**src/rtl/multi_title_overlay_if.sv**
```systemverilog
// Pixel-stream and per-channel title bus between a video timing source and the title overlay.
// The overlay consumes the slave view; the pixel source and bitmap ROMs drive the master view.
interface multi_title_overlay_if #(
    parameter int unsigned NUM_TITLES = 4
);
    logic                        startOfFrame;
    logic [10:0]                 pixelX;
    logic [10:0]                 pixelY;
    logic [11*NUM_TITLES-1:0]    topLeftX;
    logic [11*NUM_TITLES-1:0]    topLeftY;
    logic [NUM_TITLES-1:0]       chanEn;
    logic [NUM_TITLES-1:0]       blinkEn;
    logic [NUM_TITLES-1:0]       flashEn;
    logic [NUM_TITLES-1:0]       bmDR;
    logic [8*NUM_TITLES-1:0]     bmRGB;
    logic [11*NUM_TITLES-1:0]    offsetX;
    logic [11*NUM_TITLES-1:0]    offsetY;
    logic [NUM_TITLES-1:0]       insideRect;
    logic                        blinkPhase;
    logic                        titlesDR;
    logic [7:0]                  titlesRGB;

    modport master (
        output startOfFrame, pixelX, pixelY, topLeftX, topLeftY,
               chanEn, blinkEn, flashEn, bmDR, bmRGB,
        input  offsetX, offsetY, insideRect, blinkPhase, titlesDR, titlesRGB
    );

    modport slave (
        input  startOfFrame, pixelX, pixelY, topLeftX, topLeftY,
               chanEn, blinkEn, flashEn, bmDR, bmRGB,
        output offsetX, offsetY, insideRect, blinkPhase, titlesDR, titlesRGB
    );
endinterface

```
**src/rtl/multi_title_overlay.sv**
```systemverilog
// Multi-channel title overlay: per-channel rectangle hit test and bitmap offsets, then a
// priority merge of the bitmap pixels with per-channel blink/flash effects. Latency 2 cycles.
module multi_title_overlay #(
    parameter int unsigned NUM_TITLES = 4,
    parameter int unsigned TITLE_W    = 64,
    parameter int unsigned TITLE_H    = 16,
    parameter int unsigned BLINK_HALF = 30,
    parameter logic [7:0]  FLASH_RGB  = 8'hFF
) (
    input logic                   clk,
    input logic                   reset,
    multi_title_overlay_if.slave  bus
);
    localparam int unsigned CNT_W = (BLINK_HALF > 1) ? $clog2(BLINK_HALF) : 1;
    localparam logic [CNT_W-1:0] CNT_LAST = CNT_W'(BLINK_HALF - 1);

    // 12-bit compare so a span reaching past 2047 is clipped instead of wrapping to column 0.
    function automatic logic inSpan(input logic [10:0] p, input logic [10:0] lo,
                                    input int unsigned len);
        logic [11:0] hi;
        hi = {1'b0, lo} + 12'(len) - 12'd1;
        return ({1'b0, p} >= {1'b0, lo}) && ({1'b0, p} <= hi);
    endfunction

    logic [NUM_TITLES-1:0]    hit_p0;
    logic [11*NUM_TITLES-1:0] offX_p0;
    logic [11*NUM_TITLES-1:0] offY_p0;

    logic [NUM_TITLES-1:0]    insideRect_p1;
    logic [11*NUM_TITLES-1:0] offsetX_p1;
    logic [11*NUM_TITLES-1:0] offsetY_p1;
    logic                     vld_p1;

    logic                     winDR_p1;
    logic [7:0]               winRGB_p1;

    logic                     titlesDR_p2;
    logic [7:0]               titlesRGB_p2;

    logic [CNT_W-1:0]         blinkCnt;
    logic                     blinkPhase;

    // Stage p0 -> p1: rectangle hit test and bitmap offsets
    always_comb begin
        hit_p0  = '0;
        offX_p0 = '0;
        offY_p0 = '0;
        for (int i = 0; i < int'(NUM_TITLES); i++) begin
            hit_p0[i] = bus.chanEn[i]
                      && inSpan(bus.pixelX, bus.topLeftX[11*i +: 11], TITLE_W)
                      && inSpan(bus.pixelY, bus.topLeftY[11*i +: 11], TITLE_H);
            if (hit_p0[i]) begin
                offX_p0[11*i +: 11] = bus.pixelX - bus.topLeftX[11*i +: 11];
                offY_p0[11*i +: 11] = bus.pixelY - bus.topLeftY[11*i +: 11];
            end
        end
    end

    always_ff @(posedge clk or posedge reset) begin
        if (reset) begin
            insideRect_p1 <= '0;
            offsetX_p1    <= '0;
            offsetY_p1    <= '0;
            vld_p1        <= 1'b0;
        end else begin
            insideRect_p1 <= hit_p0;
            offsetX_p1    <= offX_p0;
            offsetY_p1    <= offY_p0;
            vld_p1        <= 1'b1;
        end
    end

    // Stage p1 -> p2: priority merge; descending scan lets the lowest eligible index win
    always_comb begin
        winDR_p1  = 1'b0;
        winRGB_p1 = 8'h00;
        for (int i = int'(NUM_TITLES) - 1; i >= 0; i--) begin
            if (insideRect_p1[i] && bus.bmDR[i] && (!bus.blinkEn[i] || blinkPhase)) begin
                winDR_p1  = 1'b1;
                winRGB_p1 = (bus.flashEn[i] && !blinkPhase) ? FLASH_RGB : bus.bmRGB[8*i +: 8];
            end
        end
    end

    always_ff @(posedge clk or posedge reset) begin
        if (reset) begin
            titlesDR_p2  <= 1'b0;
            titlesRGB_p2 <= 8'h00;
        end else begin
            titlesDR_p2  <= vld_p1 && winDR_p1;
            titlesRGB_p2 <= vld_p1 ? winRGB_p1 : 8'h00;
        end
    end

    // Merge stage above reads the pre-toggle phase when startOfFrame lands on the same edge.
    always_ff @(posedge clk or posedge reset) begin
        if (reset) begin
            blinkCnt   <= '0;
            blinkPhase <= 1'b1;
        end else if (bus.startOfFrame) begin
            if (blinkCnt == CNT_LAST) begin
                blinkCnt   <= '0;
                blinkPhase <= ~blinkPhase;
            end else begin
                blinkCnt <= blinkCnt + 1'b1;
            end
        end
    end

    assign bus.insideRect = insideRect_p1;
    assign bus.offsetX    = offsetX_p1;
    assign bus.offsetY    = offsetY_p1;
    assign bus.blinkPhase = blinkPhase;
    assign bus.titlesDR   = titlesDR_p2;
    assign bus.titlesRGB  = titlesRGB_p2;
endmodule
```
**src/flat_wrapper.sv**
```systemverilog
// flat-port wrapper written by rule: the top's interface ports become plain ports
module multi_title_overlay_flat 
#(
    parameter int unsigned NUM_TITLES = 4,
    parameter int unsigned TITLE_W    = 64,
    parameter int unsigned TITLE_H    = 16,
    parameter int unsigned BLINK_HALF = 30,
    parameter logic [7:0]  FLASH_RGB  = 8'hFF
)
  (clk, reset, bus_startOfFrame, bus_pixelX, bus_pixelY, bus_topLeftX, bus_topLeftY, bus_chanEn, bus_blinkEn, bus_flashEn, bus_bmDR, bus_bmRGB, bus_offsetX, bus_offsetY, bus_insideRect, bus_blinkPhase, bus_titlesDR, bus_titlesRGB);
  multi_title_overlay_if #(.NUM_TITLES(NUM_TITLES)) bus_i ();
  input logic clk;
  input logic reset;
  input wire logic [$bits(bus_i.startOfFrame)-1:0] bus_startOfFrame;
  input wire logic [$bits(bus_i.pixelX)-1:0] bus_pixelX;
  input wire logic [$bits(bus_i.pixelY)-1:0] bus_pixelY;
  input wire logic [$bits(bus_i.topLeftX)-1:0] bus_topLeftX;
  input wire logic [$bits(bus_i.topLeftY)-1:0] bus_topLeftY;
  input wire logic [$bits(bus_i.chanEn)-1:0] bus_chanEn;
  input wire logic [$bits(bus_i.blinkEn)-1:0] bus_blinkEn;
  input wire logic [$bits(bus_i.flashEn)-1:0] bus_flashEn;
  input wire logic [$bits(bus_i.bmDR)-1:0] bus_bmDR;
  input wire logic [$bits(bus_i.bmRGB)-1:0] bus_bmRGB;
  output wire logic [$bits(bus_i.offsetX)-1:0] bus_offsetX;
  output wire logic [$bits(bus_i.offsetY)-1:0] bus_offsetY;
  output wire logic [$bits(bus_i.insideRect)-1:0] bus_insideRect;
  output wire logic [$bits(bus_i.blinkPhase)-1:0] bus_blinkPhase;
  output wire logic [$bits(bus_i.titlesDR)-1:0] bus_titlesDR;
  output wire logic [$bits(bus_i.titlesRGB)-1:0] bus_titlesRGB;
  assign bus_i.startOfFrame = bus_startOfFrame;
  assign bus_i.pixelX = bus_pixelX;
  assign bus_i.pixelY = bus_pixelY;
  assign bus_i.topLeftX = bus_topLeftX;
  assign bus_i.topLeftY = bus_topLeftY;
  assign bus_i.chanEn = bus_chanEn;
  assign bus_i.blinkEn = bus_blinkEn;
  assign bus_i.flashEn = bus_flashEn;
  assign bus_i.bmDR = bus_bmDR;
  assign bus_i.bmRGB = bus_bmRGB;
  assign bus_offsetX = bus_i.offsetX;
  assign bus_offsetY = bus_i.offsetY;
  assign bus_insideRect = bus_i.insideRect;
  assign bus_blinkPhase = bus_i.blinkPhase;
  assign bus_titlesDR = bus_i.titlesDR;
  assign bus_titlesRGB = bus_i.titlesRGB;
  multi_title_overlay #(.NUM_TITLES(NUM_TITLES), .TITLE_W(TITLE_W), .TITLE_H(TITLE_H), .BLINK_HALF(BLINK_HALF), .FLASH_RGB(FLASH_RGB)) u_core (.clk(clk), .reset(reset), .bus(bus_i));
endmodule
```
**config.mk**
```make
export PLATFORM = sky130hd
export DESIGN_NAME = multi_title_overlay_flat
export DESIGN_NICKNAME = d
export VERILOG_FILES = /design/src/rtl/multi_title_overlay_if.sv /design/src/rtl/multi_title_overlay.sv /design/src/flat_wrapper.sv
export SDC_FILE = /design/constraint.sdc
export NUM_CORES = 1
export LEC_CHECK = 0
export BUFFER_PORTS_ARGS = -buffer_cell sky130_fd_sc_hd__buf_2
export CAP_MARGIN = 10
export CORE_ASPECT_RATIO = 1.1
export CORE_MARGIN = 1
export CORE_UTILIZATION = 50
export DETAILED_ROUTE_END_ITERATION = 10
export GPL_TIMING_DRIVEN = 0
export PLACE_DENSITY = 0.75
export SLEW_MARGIN = 20
export SYNTH_ARGS = -nofsm -noshare
export SYNTH_HDL_FRONTEND = slang
export SYNTH_SLANG_ARGS = --single-unit
```
**constraint.sdc**
```tcl
create_clock -name clk -period 4.2 [get_ports clk]
set_input_delay 0.42 -clock clk [delete_from_list [all_inputs] [get_ports clk]]
set_output_delay 0.42 -clock clk [all_outputs]
set_load 0.1 [all_outputs]
```
* Word-level counts from Yosys, hierarchy flattened
Cells that the tools add are included.
Word-level totals: logic and storage cells 112, register bits 108, output and inout port bits 102
Operators by class: order comparisons 16, bitwise logic cells 1, reductions and logical operators 39, add/subtract/negate cells 25, mux-type cells 22, equal/unequal tests 1
Operators by type and width (number):
- $le A11 B12 Y1 | 8
- $sub A12 B1 Y12 const B | 8
- $ge A11 B11 Y1 | 8
- $mux W11 | 8
- $sub A11 B11 Y11 | 8
- $mux W8 | 9
- $add A11 B5 Y12 const B | 4
- $add A11 B7 Y12 const B | 4
- $logic_and A1 B1 Y1 | 29
- $add A5 B1 Y5 const B | 1
- $eq A5 B5 Y1 const B | 1
- $logic_not A1 Y1 | 5
- $mux W5 | 1
- $logic_or A1 B1 Y1 | 4
- $mux W1 | 4
- $reduce_and A2 Y1 | 1
- $not A1 Y1 | 1

* Depth between registers and ports, before layout
Gate-level depths: netlist (run 1).
word-level depth 8, mapped depth 14

* Least setup slack after synthesis (run 1)
Ideal clock, no wire load.
path kind in2reg, start input bus_topLeftY[12], end register u_core.offsetX_p1[15] (netlist: u_core.bus.offsetX[15]), library setup time 0.101 ns, arrival 2.811 ns, cell stages on the path 14, path buffers 1, setup slack 1.288 ns, cells stage by stage inv_1 > ha_1 > nand3_1 > nand3_1 > nor3_1 > xnor2_1 > ha_1 > nand3_1 > or2_2 > o32ai_1 > a221o_1 > o311ai_2 > buf_2 > nor4_1
Between the ends: cells in the longest elaborated chain, start to end 6, elaborated cells on any way between the ends 7, those cells by class 2 x add/sub; 2 x order compare; 1 x mux; 2 x reduce/logical
RTL lines:
- start, declared | RTL line flat_wrapper.sv:18 | input wire logic [$bits(bus_i.topLeftY)-1:0] bus_topLeftY;
- $add A11 B5 Y12 | RTL line multi_title_overlay.sv:21 | hi = {1'b0, lo} + 12'(len) - 12'd1;
- $sub A12 B1 Y12 | RTL line multi_title_overlay.sv:21
- $le A11 B12 Y1 | RTL line multi_title_overlay.sv:22 | return ({1'b0, p} >= {1'b0, lo}) && ({1'b0, p} <= hi);
- $logic_and A1 B1 Y1 (*) | RTL line multi_title_overlay.sv:22
- $logic_and A1 B1 Y1 (*) | RTL line multi_title_overlay.sv:51 | && inSpan(bus.pixelY, bus.topLeftY[11*i +: 11], TITLE_H);
- $mux W11 (*) | RTL line multi_title_overlay.sv:52 | if (hit_p0[i]) begin
- named net u_core.offX_p0[15] | RTL line multi_title_overlay.sv:26 | logic [11*NUM_TITLES-1:0] offX_p0;
- end signal, assigned | RTL line multi_title_overlay.sv:67 | offsetX_p1 <= offX_p0;
- end, declared | RTL line multi_title_overlay.sv:30 | logic [11*NUM_TITLES-1:0] offsetX_p1;
The timed path passes the listed nets; every way through them passes the cells marked *. A chain may end at the register's enable or synchronous reset.

* Worst setup path after layout (run 1)
start input bus_topLeftY[11], end register u_core.offsetX_p1[15] (netlist: u_core.bus.offsetX[15])
The elaborated chain is that of the path after synthesis.

==> results of run 1 <==
==> path summary, 6_finish.rpt <==
kind                            cells after the start  slack (ps)                       to                  start
worst min-delay path                                2          40   u_core.bus.offsetX[28]                  reset
min in group clk                                    3         350  u_core.bus.titlesRGB[0]           bus_bmRGB[0]
max in group asynchronous                           3        3500   u_core.bus.offsetY[15]                  reset
worst max-delay path                               14         820   u_core.bus.offsetX[15]       bus_topLeftY[11]
worst min register to register                      1         550       u_core.blinkCnt[0]     u_core.blinkCnt[0]
worst max register to register                      5        2040  u_core.bus.titlesRGB[6]  u_core.bus.blinkPhase
==> stage by stage <==
stage	util [%]	instances	area [um2]
after floorplan	-	1322	11160
after global placement	59.44	1873	12830
after detailed placement	59.60	1874	12860
after CTS	61.00	1890	13160
after global routing	61.01	1891	13170
final	61.01	1891	13170
==> synthesized netlist by cell type, drive strengths merged (7+ instances only) <==
library cell / number
nor4b: 7
nor2b: 22
buf: 14
xnor2: 84
nor3b: 10
a2111oi: 11
nor3: 85
o221ai: 9
o21ai: 65
nor2: 90
ha: 186
fa: 8
o31ai: 11
nand2b: 17
a21oi: 86
a31oi: 14
nand4: 28
o211ai: 16
xor2: 28
dfrtp: 107
nor4: 27
a21o: 18
a31o: 7
nand2: 66
a211oi: 21
inv: 129
o21a: 17
nand3: 57
o21bai: 8
clkbuf: 7
==> final cells by class <==
class | count | area, um2 | area share [%]
tap | 290 | 362.8 | 2.756
clock buffer | 9 | 225.2 | 1.711
antenna | 1 | 2.502 | 0.01901
timing repair buffer | 262 | 1334 | 10.13
clock inverter | 7 | 77.57 | 0.5892
buffer | 21 | 108.9 | 0.8268
inverter | 129 | 489.2 | 3.716
sequential | 108 | 2704 | 20.54
multi-input combinational | 1064 | 7863 | 59.72
==> flip-flops by register name, summed over array words and instances, names as in the netlist <==
| name | cells |
|---|---|
| u_core.bus.insideRect | 4 |
| u_core.blinkCnt | 5 |
| u_core.bus.blinkPhase | 1 |
| u_core.bus.titlesDR | 1 |
| u_core.vld_p1 | 1 |
| u_core.bus.titlesRGB | 8 |
| u_core.bus.offsetX | 44 |
| u_core.bus.offsetY | 44 |
==> layer usage <==
layer / up-vias / wire length (um) / track usage (%)
met5: - / 13 / 0
met4: 2 / 1288 / 12.33
met3: 81 / 2254 / 5.865
met2: 370 / 16100 / 52.04
met1: 5043 / 13700 / 32.74
li1: 5392 / - / -
==> where the power goes <==
| group | internal [mW] | total [mW] | switching [mW] | leakage (nW) |
|---|---|---|---|---|
| registers | 1.09 | 1.12 | 0.0311 | 1.49 |
| clock network | 0.424 | 0.865 | 0.441 | 0.144 |
| logic | 0.570 | 1.60 | 1.03 | 4.99 |
==> cell families (layout without fill, tap and decap cells) <==
group	count (synthesis)	after routing
AND/OR/NAND/NOR	432	432
flip-flops	108	108
multiplexers	2	2
AO/OA/AOI/OAI	323	323
buffers and inverters	150	428
adder cells (fa/ha/maj)	194	194
XOR/XNOR	112	112
other	1	2
==> impl_metrics.ini, run 1 <==
[pwr]
total_power_mw = 3.581
peakVddDrop_mv = 0.1847
powerDensity_nw_per_um2 = 272.0
p_leak_nw = 6.622

[synth]
synth_top_area_share_pct = 23.99
async_flop_share_pct = 100.0
yosys-top-cells-area = dfrtp_1, ha_1, xnor2_1
synth_compound_area_share_pct = 19.30
synth_edf_count = 0
syn-num-nets = 1677
synthAdderAreaFrac_pct = 22.29
syn-mean-instance-area_um2 = 8.441
synth-seq-cells = 108
syn_inst = 1322
synthDistinctLibCells = 77
yosys.area_share.simple_pct = 19.87
synth_area_leader_cell = dfrtp_1
synth_xor_area_share_pct = 8.790
synth_warnings = 0
synth_ff_type = dfrtp_1
synth_top_family_by_area = adder cells
synthMuxAreaShare_pct = 0.1794
synth_area_um2 = 11160
yosysSeqAreaShare_pct = 24.23

[placed_design]
place.port_buffers = 261
place_worst_setup_slack_ps = 523.6
routabilityCongestion = 0.9540
dp_hpwl_um = 27050

[timing]
whs_ps = 37.40
min_period_ps = 3375
setup_violations = 0
tightest_slew_ps = 707.5
skew_ps = 6.557
grt_setup_unrepaired = no
relSlewSlack_pct = 52.61
slew_violations = 0
setup_slack_ps = 824.9
timing.final.crit_share_pct = 80.36
fmaxAchievable_mhz = 296.3
finalHoldViolations = 0
tns_ps = 0

[final_layout]
mostFrequentLayoutCell = buf_2
syn2layout_area_growth_pct = 17.98
drive_gt1_share_pct = 19.69
fillCellCount = 2022
layout_common_cells = buf_2, ha_1, inv_1, dfrtp_1, nor2_1
nets = 1950

[die]
rows = 56
die_h_um = 158.7
die-width_um = 144.4
initial_core_util_pct = 51.71
io_pins = 263
core-area_um2 = 21580
die_area_um2 = 22920

[grt]
grtUsageTotal_pct = 28.85
grt_pass1_vias = 10370
grt_max_degree = 75
antenna_found_initial = 2
grt_overflow = 0
grt_pass1_wl_um = 50760

[clocking]
clock_path_buffers = 2
postCtsHoldBufs = 0
clock_sinks = 108
cts_tree = yes
ctsResizeCount = 0
cts.clk_slew.worst_paths_ps = 90
post-cts-setup-buffer-count = 0
h-tree-depth = 3
numCtsBuffers = 9
cts-root-buf = clkbuf_16
insertion_delay_ps = 360

[route]
vias = 10890
via_per_inst = 5.758
dr.pass1.iters = 6
routed_wl_um = 33350
drt_iter0_drc = 556
wire_per_inst_um = 17.64
postRouteAntennaNets = 0
drc = 0

[run_status]
status = finished, final reports clean

[worst_setup_path]
cp_slowest_stage_delay_ps = 510
cp.required_ps = 4440
crit_path_end_kind = flip-flop
worst-setup-path-type = primary input to flip-flop
critPathTopFamily = compound AO/OA/AOI/OAI gates
cp_max_fo = 10
critPathBufInv = 3
path_cells = buf_2, inv_1, ha_1, nand3_1, nand3_1, nor3_1, xnor2_1, ha_1, a21o_1, a2111oi_0, a221o_1, o311ai_2, buf_2, nor4_1
cp.arrival_ps = 3620
crit_slowest_cell = a2111oi_0
start_kind = primary input

[flow_run]
cap_viol_max_count = 0

[hold_path]
min_path_type = primary input to asynchronous set/reset pin
Note: power is estimated with default switching activity, not from simulation.
==> run 2: changes to the inputs <==
--- a/config.mk
+++ b/config.mk
@@ -12,7 +12,7 @@
 export CORE_UTILIZATION = 50
 export DETAILED_ROUTE_END_ITERATION = 10
 export GPL_TIMING_DRIVEN = 0
-export PLACE_DENSITY = 0.75
+export PLACE_DENSITY = 0.78
 export SLEW_MARGIN = 20
 export SYNTH_ARGS = -nofsm -noshare
 export SYNTH_HDL_FRONTEND = slang
==> constraint.sdc (replaced) <==
create_clock -name clk -period 3.1 [get_ports clk]
set_input_delay 0.31 -clock clk [delete_from_list [all_inputs] [get_ports clk]]
set_output_delay 0.31 -clock clk [all_outputs]
set_load 0.1 [all_outputs]
==> impl_metrics.ini, run 2 (same netlist as run 1, synthesis figures left out) <==
[flow_run]
cap_viol_max_count = 0

[worst_setup_path]
worst-setup-path-type = primary input to flip-flop
cp.required_ps = 3300
cp_slowest_stage_delay_ps = 500
cp_max_fo = 5
crit_path_end_kind = flip-flop
crit_slowest_cell = a2111oi_0
critPathTopFamily = simple AND/OR/NAND/NOR gates
critPathLaunch = bus_topLeftX[36]
r2r_start = u_core.bus.blinkPhase
start_kind = primary input
cp.arrival_ps = 3170
critPathBufInv = 1
path_cells = buf_2, or3_4, or4_4, nand4_1, xnor2_1, ha_1, nand3_1, nor3_1, a21o_1, a32oi_1, a21o_2, a2111oi_0

[die]
initial_core_util_pct = 51.71
die-width_um = 144.4
rows = 56
die_h_um = 158.7
core-area_um2 = 21580
die_area_um2 = 22920
io_pins = 263

[final_layout]
fin_util_pct = 61.87
nets = 1956
drive_gt1_share_pct = 21.11
syn2layout_area_growth_pct = 19.65
mostFrequentLayoutCell = buf_2
layout_common_cells = buf_2, ha_1, inv_1, dfrtp_1, nor2_1

[route]
via_per_inst = 5.798
vias = 11020
drt_iter0_drc = 650
dr.pass1.iters = 5
postRouteAntennaNets = 0
routed_wl_um = 33680
drc = 0
wire_per_inst_um = 17.72

[grt]
grt_overflow = 0
grt_max_degree = 36
grt_pass1_vias = 10410
grtUsageTotal_pct = 29.01
antenna_found_initial = 5
grt_pass1_wl_um = 50790

[pwr]
seqPwrFrac_pct = 31.1
p_leak_nw = 6.671
p_comb_share_pct = 45.0
p_int_mw = 2.834
clkPwrFrac_pct = 23.9
switchingPower_mw = 2.040
peakVddDrop_mv = 0.2406
powerDensity_nw_per_um2 = 365.1
p_sw_share_pct = 41.86

[clocking]
cts.clk_slew.worst_paths_ps = 80
insertion_delay_ps = 360
cts_tree = yes
numCtsBuffers = 9
cts-root-buf = clkbuf_16
h-tree-depth = 3
clock_sinks = 108
clock_path_buffers = 2

[timing]
min_period_ps = 2974
finalHoldViolations = 0
whs_ps = 245.0
fmaxAchievable_mhz = 336.3
skew_ps = 5.589
tightest_slew_ps = 728.3
timing.final.crit_share_pct = 95.92
slew_violations = 0
setup_violations = 0
relSlewSlack_pct = 51.22

[run_status]
status = finished, final reports clean

[placed_design]
routabilityCongestion = 0.9184
place.port_buffers = 261
dp_hpwl_um = 27550

[hold_path]
min_path_type = primary input to flip-flop
hold_start = bus_bmRGB[4]
[run 2: changes by cell type in the layout (fill, tap and decap cells not counted), moves of 2 or more]
cell	delta
buf_2	-2
a2111oi_0	-4
clkinv_8	-2
nor4_1	-8
a2111oi_2	+3
buf_12	+3
diode_2	+3
nor3_2	+4
inv_6	-2
buf_4	+3
nor3_1	-4
nor4_2	+8
inv_8	+2
[run 2: repair_timing]
| item | 4_1_cts | 5_1_grt |
|---|---|---|
| gates resized for setup | 8 | 20 |
| setup endpoints to repair | 7 | 54 |
| pin swaps | 1 | 3 |
| hold buffers | 1 | 0 |
| setup buffers | 0 | 3 |
| hold endpoints to repair | 16 | 0 |
[run 2: layer usage]
layer	up-vias	global-route usage, %	wire (um)
met5	-	0	17
met4	2	13.18	1272
met3	80	6.165	2193
met2	378	53.34	16890
met1	5137	31.62	13300
li1	5420	-	-
[run 2: metrics by stage]
step / setup TNS [ps] / std cells / total power, mW / cell area, um2 / setup WS (ps)
after floorplan: 0 / 1322 / 3.102 / 11160 / 297.8
after global placement: -16490 / 1873 / 3.623 / 12830 / -469.7
after detailed placement: -17710 / 1876 / 3.677 / 12890 / -473.4
after CTS: 0 / 1893 / 4.863 / 13230 / 6.752
after global routing: -65.33 / 1900 / 5.187 / 13350 / -31.01
final: 0 / 1900 / 4.875 / 13350 / 126.3
[run 2: area by class of cell]
class	instances	area [um2]
fillers	1977	8228
clock buffers	9	225.2
flip-flops and latches	108	2704
repair buffers	268	1399
clock inverters	7	65.06
inverters	129	488.0
diodes	4	10.01
plain buffers	21	117.6
multi-input cells	1064	7981
well taps	290	362.8
[run 2: final timing paths]
check,slack (ps),end,depth (start not counted)
max in group asynchronous,1890,u_core.bus.offsetX[13],5
min in group asynchronous,500,u_core.bus.offsetX[24],3
worst min-delay path,250,u_core.bus.titlesRGB[4],3
worst min register to register,520,u_core.blinkCnt[4],1
worst max-delay path,130,u_core.bus.offsetY[36],12
worst max register to register,1090,u_core.bus.titlesRGB[5],6
[run 2: tightest hold or removal path: stages]
cell and delay (ps):
buf_2 80, o31ai_1 60, a21oi_1 110
[run 2: power groups by stage]
stage	clock (mW)	combinational, mW	sequential, mW
after floorplan	0	1.29	1.81
after global placement	0	2.08	1.54
after detailed placement	0	2.14	1.54
after CTS	1.19	2.16	1.51
after global routing	1.24	2.42	1.52
final	1.17	2.19	1.52
